==> src/rtl/doc_uart_sender.sv <==
// doc_uart_sender: streams a ROWS x COLS text document out of an 8N1 UART.
// Each row is sent as COLS characters followed by CR (0x0D) and LF (0x0A).
// NUL characters in the document are sent as spaces.
//
// Ports:
//   clk         system clock, all state on its rising edge
//   rst         asynchronous active-high reset
//   start       single-cycle request to send the whole document (IDLE only)
//   read_enable high while the block owns the document read port
//   read_addr   document address {row[3:0], col[4:0]}
//   read_data   document byte at read_addr (combinational read)
//   tx          UART serial line, idle high
//   busy        high from start acceptance until done
//   done        one-cycle pulse after the final stop bit
module doc_uart_sender #(
    parameter int unsigned CLKS_PER_BIT = 868,
    parameter int unsigned ROWS         = 15,
    parameter int unsigned COLS         = 20
) (
    input  logic       clk,
    input  logic       rst,
    input  logic       start,
    output logic       read_enable,
    output logic [8:0] read_addr,
    input  logic [7:0] read_data,
    output logic       tx,
    output logic       busy,
    output logic       done
);

    localparam int unsigned CntW = (CLKS_PER_BIT > 1) ? $clog2(CLKS_PER_BIT) : 1;
    localparam logic [CntW-1:0] CntLast = CntW'(CLKS_PER_BIT - 1);
    localparam logic [3:0] RowLast = 4'(ROWS - 1);
    localparam logic [4:0] ColLast = 5'(COLS - 1);

    typedef enum logic [2:0] {
        StIdle,
        StFetch,
        StStartBit,
        StDataBits,
        StStopBit,
        StFinish
    } state_e;

    // What the current slot of a row carries.
    typedef enum logic [1:0] {
        SlotChar,
        SlotCr,
        SlotLf
    } slot_e;

    state_e          state_q, state_d;
    slot_e           slot_q, slot_d;
    logic [CntW-1:0] cnt_q, cnt_d;
    logic [2:0]      bit_q, bit_d;
    logic [3:0]      row_q, row_d;
    logic [4:0]      col_q, col_d;
    logic [7:0]      byte_q, byte_d;

    logic bit_end;
    logic last_slot;

    assign bit_end   = (cnt_q == CntLast);
    assign last_slot = (slot_q == SlotLf) && (row_q == RowLast);

    // State register
    always_ff @(posedge clk or posedge rst) begin
        if (rst) begin
            state_q <= StIdle;
        end else begin
            state_q <= state_d;
        end
    end

    // Datapath registers
    always_ff @(posedge clk or posedge rst) begin
        if (rst) begin
            slot_q <= SlotChar;
            cnt_q  <= '0;
            bit_q  <= '0;
            row_q  <= '0;
            col_q  <= '0;
            byte_q <= '0;
        end else begin
            slot_q <= slot_d;
            cnt_q  <= cnt_d;
            bit_q  <= bit_d;
            row_q  <= row_d;
            col_q  <= col_d;
            byte_q <= byte_d;
        end
    end

    // Next-state and datapath update
    always_comb begin
        state_d = state_q;
        slot_d  = slot_q;
        cnt_d   = cnt_q;
        bit_d   = bit_q;
        row_d   = row_q;
        col_d   = col_q;
        byte_d  = byte_q;

        unique case (state_q)
            StIdle: begin
                if (start) begin
                    state_d = StFetch;
                    slot_d  = SlotChar;
                    cnt_d   = '0;
                    bit_d   = '0;
                    row_d   = '0;
                    col_d   = '0;
                end
            end

            StFetch: begin
                unique case (slot_q)
                    SlotCr:  byte_d = 8'h0D;
                    SlotLf:  byte_d = 8'h0A;
                    default: byte_d = (read_data == 8'h00) ? 8'h20 : read_data;
                endcase
                cnt_d   = '0;
                state_d = StStartBit;
            end

            StStartBit: begin
                if (bit_end) begin
                    cnt_d   = '0;
                    bit_d   = '0;
                    state_d = StDataBits;
                end else begin
                    cnt_d = cnt_q + CntW'(1);
                end
            end

            StDataBits: begin
                if (bit_end) begin
                    cnt_d = '0;
                    if (bit_q == 3'd7) begin
                        state_d = StStopBit;
                    end else begin
                        bit_d = bit_q + 3'd1;
                    end
                end else begin
                    cnt_d = cnt_q + CntW'(1);
                end
            end

            StStopBit: begin
                if (bit_end) begin
                    cnt_d = '0;
                    if (last_slot) begin
                        state_d = StFinish;
                    end else begin
                        state_d = StFetch;
                        unique case (slot_q)
                            SlotCr: slot_d = SlotLf;
                            SlotLf: begin
                                slot_d = SlotChar;
                                row_d  = row_q + 4'd1;
                                col_d  = '0;
                            end
                            default: begin
                                // CR/LF keep col at the last column so the address stays in range.
                                if (col_q == ColLast) begin
                                    slot_d = SlotCr;
                                end else begin
                                    col_d = col_q + 5'd1;
                                end
                            end
                        endcase
                    end
                end else begin
                    cnt_d = cnt_q + CntW'(1);
                end
            end

            StFinish: begin
                // A start seen here is dropped; only IDLE accepts a request.
                state_d = StIdle;
                slot_d  = SlotChar;
                bit_d   = '0;
                row_d   = '0;
                col_d   = '0;
            end

            default: state_d = StIdle;
        endcase
    end

    // Outputs
    always_comb begin
        tx          = 1'b1;
        busy        = 1'b0;
        read_enable = 1'b0;
        done        = 1'b0;

        unique case (state_q)
            StFetch: begin
                busy        = 1'b1;
                read_enable = 1'b1;
            end
            StStartBit: begin
                busy        = 1'b1;
                read_enable = 1'b1;
                tx          = 1'b0;
            end
            StDataBits: begin
                busy        = 1'b1;
                read_enable = 1'b1;
                tx          = byte_q[bit_q];
            end
            StStopBit: begin
                busy        = 1'b1;
                read_enable = 1'b1;
            end
            StFinish: done = 1'b1;
            default: ;
        endcase
    end

    assign read_addr = {row_q, col_q};

endmodule

==> config.mk <==
export PLATFORM = sky130hd
export DESIGN_NAME = doc_uart_sender
export DESIGN_NICKNAME = d
export VERILOG_FILES = /design/src/rtl/doc_uart_sender.sv
export SDC_FILE = /design/constraint.sdc
export NUM_CORES = 1
export LEC_CHECK = 0
export CAP_MARGIN = 40
export CORE_UTILIZATION = 50
export DETAILED_ROUTE_END_ITERATION = 6
export HOLD_SLACK_MARGIN = 0.08
export PLACE_DENSITY_LB_ADDON = 0.3
export SLEW_MARGIN = 10
export SYNTH_ARGS = -nofsm -noshare
export SYNTH_HDL_FRONTEND = slang
export SYNTH_SLANG_ARGS = --single-unit
==> constraint.sdc <==
create_clock -name clk -period 2.7 [get_ports clk]
set_input_delay 0.405 -clock clk [delete_from_list [all_inputs] [get_ports clk]]
set_output_delay 0.405 -clock clk [all_outputs]
set_load 0.03 [all_outputs]
==> metrics.md <==
| Metric | Value |
|---|---|
| Final number of hold-violating endpoints | 0 |
| Max-slew violation count | 0 |
| Internal power | 0.732 mW |
| Number of distinct library cell variants in the gate-level netlist after synthesis | 47 |
| Worst Path Class, Setup | reg2out |
| Leakage power summed over all cells | 1.01 nW |
| Count of state elements after synthesis | 35 |
| Crit path capture | tx |
| Highest cell delay on the worst timing path | 610 ps |
| Number of antenna violations at the first check in global routing | 0 |
| Cts bufs inserted | 5 |
| Standard-cell row count | 23 |
| Synthesized-area fraction occupied by adder cells | 5.44% |
| Area of the core | roughly 4000 um2 |
| DIE AREA | 4400 um2 |
| Total Routing Usage GR | 21.9% |
| Nets | roughly 270 |
| TritonCTS clock tree | built |
| Number of gates resized after cts | 0 |
| Clock slew at reported path FFs | 70 ps |
| Final setup fails | 0 |
| Fin util | between 60% and 70% |
| Antenna diode instance count | 0 |
| Vias after detailed routing | 1714 |
| Depth of the CTS H-tree | 2 |
| Dpl cell area | ~2300 um2 |
| Cell with the largest stage delay on the worst path | sky130_fd_sc_hd__clkdlybuf4s50_1 |
| Fraction of the mapped netlist area in compound gates | between 10% and 20% |
| Starting utilization of the core area | 51.8% |
| Post-route standard cell area excluding fillers | 2430 um2 |
| Root buf cell | sky130_fd_sc_hd__clkbuf_8 |
| Time the final worst path needs with I/O delays and setup | roughly 2500 ps |
| Final Skew | 4.90 ps |
| Comb pwr share | 4.3% |
| Clock network power share | 38.8% |
| Die X | 66.4 um |
| Post-Syn Nets | approximately 240 |
| Worst voltage drop across the vdd grid | 251 uV |
| Headroom to the max-slew limit | 46.4% |
| Number of buffer and inverter stages on the critical path | 1 |
| Area fraction in and, or, nand and nor cells after synthesis | 24.5% |
| Net Switching | 0.207 mW |
| List of cells traversed by the critical path | mux4_2, mux2i_1, o21ai_0, clkdlybuf4s50_1 |
| Count of unresolved DRC violations after routing | 0 |
| Post-Synth XOR/XNOR Area | under 10% |
| Post-detailed-route via-to-cell ratio | 5.75 |
| Aggregate global routing overflow | 0 |
| Fmax achieved | 400 MHz |
| CTS Hold Buffers Added | 0 |
| Required time at the endpoint of the critical path | 2300 ps |
| Share of flip-flops with an asynchronous set or reset | 100% |
| Slew @ Worst Pin | 803 ps |
| Top Family by Delay on Critical Path | multiplexers |
| Post-synthesis cell count | 224 |
| Largest family of logic cells by synthesized area | simple AND/OR/NAND/NOR gates |
| CP Data Arrival Time | 2100 ps |
| Switching share of total power | 22.0% |
| EDFF count, synth | 0 |
| Cell area after synthesis | 2070 um2 |
| Pin count of the biggest net entering global routing | 36 |
| Crit end category | output port |
| Min-delay worst type | reg2reg |
| Via count of the first global-routing pass | 1592 |
| Setup repair after global routing missed its margin | no |
| Fraction of synthesized area in multiplexers | 5.20% |
| Setup TNS | 0 ps |
| Drt pass-1 iters | 4 |
| Final clock period utilization by the worst path | 92.6% |
| Die outline height | 66.4 um |
| Top flip-flop cell by instance count after synthesis | sky130_fd_sc_hd__dfrtp_1 |
| Result of the run | completed |
| Launch point of the worst path | bit_q[0] |
| Ratio of cells with drive above 1 in the final layout | 8.47% |
| Buffers inserted by post-CTS timing repair | 0 |
| Number of routed nets with antenna violations | 0 |
| Flop2flop setup slack | 590 ps |
| DR WL/cell | 14.2 um |
| Power share of the sequential group | 56.9% |
| Last weighted congestion value of the routability-driven placer | 0.835 |
| Startpoint kind of the worst setup timing path | flop |
| Clock buffer depth | 2 |
| Worst-skew pair later-pin latency | roughly 280 ps |
| Yosys synthesis warning count | 0 |
| Synth-to-Final Area Change | 17.2% |
| Biggest fanout along the worst timing path | 4 |
| Reg2reg path depth | 5 |
| DP HPWL | 3.02 mm |
| Count of input and output buffers | 23 |
| Critical R2R Capture | state_q[2] |
| Wire length of the first global-routing pass | just over 7 mm |
| Share of the yosys chip area belonging to registers | 42.3% |
| Reg-to-Reg Start | cnt_q[7] |
| Stages on the worst setup path | 4 |
| Total number of clock tree sinks | 35 |
| Max-cap violation count | 0 |
| Power Dens Cells | 387 nW/um2 |
| Fillers | 350 |
| Mapped Avg Cell Area | 9.24 um2 |
| Routed wire length | around 4.2 mm |
| Iteration-0 DRC Markers | 72 |
| Total I/O pin count | 24 |
worst register-to-register path, stage by stage (launching register included):
cell and delay [ps]:
sky130_fd_sc_hd__dfrtp_1 420, sky130_fd_sc_hd__or3b_4 440, sky130_fd_sc_hd__nor3_1 340, sky130_fd_sc_hd__nor2_1 210, sky130_fd_sc_hd__nor2_1 410, sky130_fd_sc_hd__a41o_1 230
worst min-delay path by stage:
stage	slack [ps]	cells past startpoint	to	start
5_1_grt	540	2	byte_q[7]	byte_q[7]
4_1_cts	520	1	row_q[3]	row_q[3]
3_3_place_gp	480	2	byte_q[7]	byte_q[7]
2_1_floorplan	460	2	byte_q[6]	byte_q[6]
6_report	520	1	row_q[3]	row_q[3]
3_5_place_dp	510	2	byte_q[7]	byte_q[7]
cell usage after synthesis (all sizes together) (4+ instances only):
| cell | count | area [um2] |
|---|---|---|
| a22o | 4 | 35.0 |
| ha | 9 | 113 |
| nor3 | 6 | 30.0 |
| clkbuf | 7 | 26.3 |
| a21oi | 11 | 55.1 |
| mux2i | 4 | 40.0 |
| o21ai | 22 | 110 |
| inv | 11 | 41.3 |
| nand3 | 9 | 45.0 |
| a31oi | 5 | 31.3 |
| xnor2 | 6 | 52.6 |
| nor2 | 24 | 90.1 |
| nor2b | 5 | 31.3 |
| nor4 | 6 | 52.6 |
| dfrtp | 35 | 876 |
| nand2 | 20 | 75.1 |
power by group through the flow:
stage / sequential (mW) / clock (mW) / combinational (mW)
final: 0.534 / 0.365 / 0.0401
after detailed placement: 0.544 / 0 / 0.0410
after CTS: 0.534 / 0.379 / 0.0412
after global routing: 0.534 / 0.395 / 0.0451
after floorplan: 0.542 / 0 / 0.0185
after global placement: 0.544 / 0 / 0.0400
state kept, by name (all words and copies together), names as in the netlist:
register,flops
slot_q,2
row_q,4
cnt_q,10
bit_q,3
state_q,3
col_q,5
byte_q,8
area by class of cell:
type	instances	area (um2)	area share (%)
multi-input cells	168	1110	45.8
flip-flops and latches	35	876	36.1
repair buffers	26	253	10.4
clock buffers	7	76.3	3.15
well taps	50	62.6	2.58
inverters	11	41.3	1.70
clock inverters	1	5.00	0.206
logic make-up (layout without fill, tap and decap cells):
family / Yosys count / count (layout)
buf+inv: 21 / 45
mux: 8 / 8
simple gates: 92 / 92
fa+ha+maj: 9 / 9
flops: 35 / 35
xor+xnor: 7 / 7
compound gates: 52 / 52
stage by stage:
stage	std cells	total power, mW	hold slack, ps	setup slack, ps
2_1_floorplan	224	0.561	461	672
6_report	298	0.939	520	199
5_1_grt	298	0.974	544	103
4_1_cts	298	0.954	522	194
3_5_place_dp	290	0.585	507	512
3_3_place_gp	290	0.584	485	519
placed cells by master, fill, tap and decap left out, types with 6 or more instances in the layout:
master	instances
sky130_fd_sc_hd__dfrtp_1	35
sky130_fd_sc_hd__nor2_1	24
sky130_fd_sc_hd__clkdlybuf4s50_1	23
sky130_fd_sc_hd__o21ai_0	22
sky130_fd_sc_hd__nand2_1	20
sky130_fd_sc_hd__inv_1	11
sky130_fd_sc_hd__a21oi_1	11
sky130_fd_sc_hd__nand3_1	9
sky130_fd_sc_hd__ha_1	9
sky130_fd_sc_hd__nor3_1	6
sky130_fd_sc_hd__xnor2_1	6
routing by layer:
metal	GRT usage [%]	vias to the layer above	part of all wire (%)	routed length, um
met4	7.18	0	1.5	64
met2	34.3	31	47	1980
met3	4.83	5	3.2	134
li1	-	849	-	-
met1	29.8	829	48	2050
met5	0	-	0	0
Note: power is estimated with default switching activity, not from simulation.
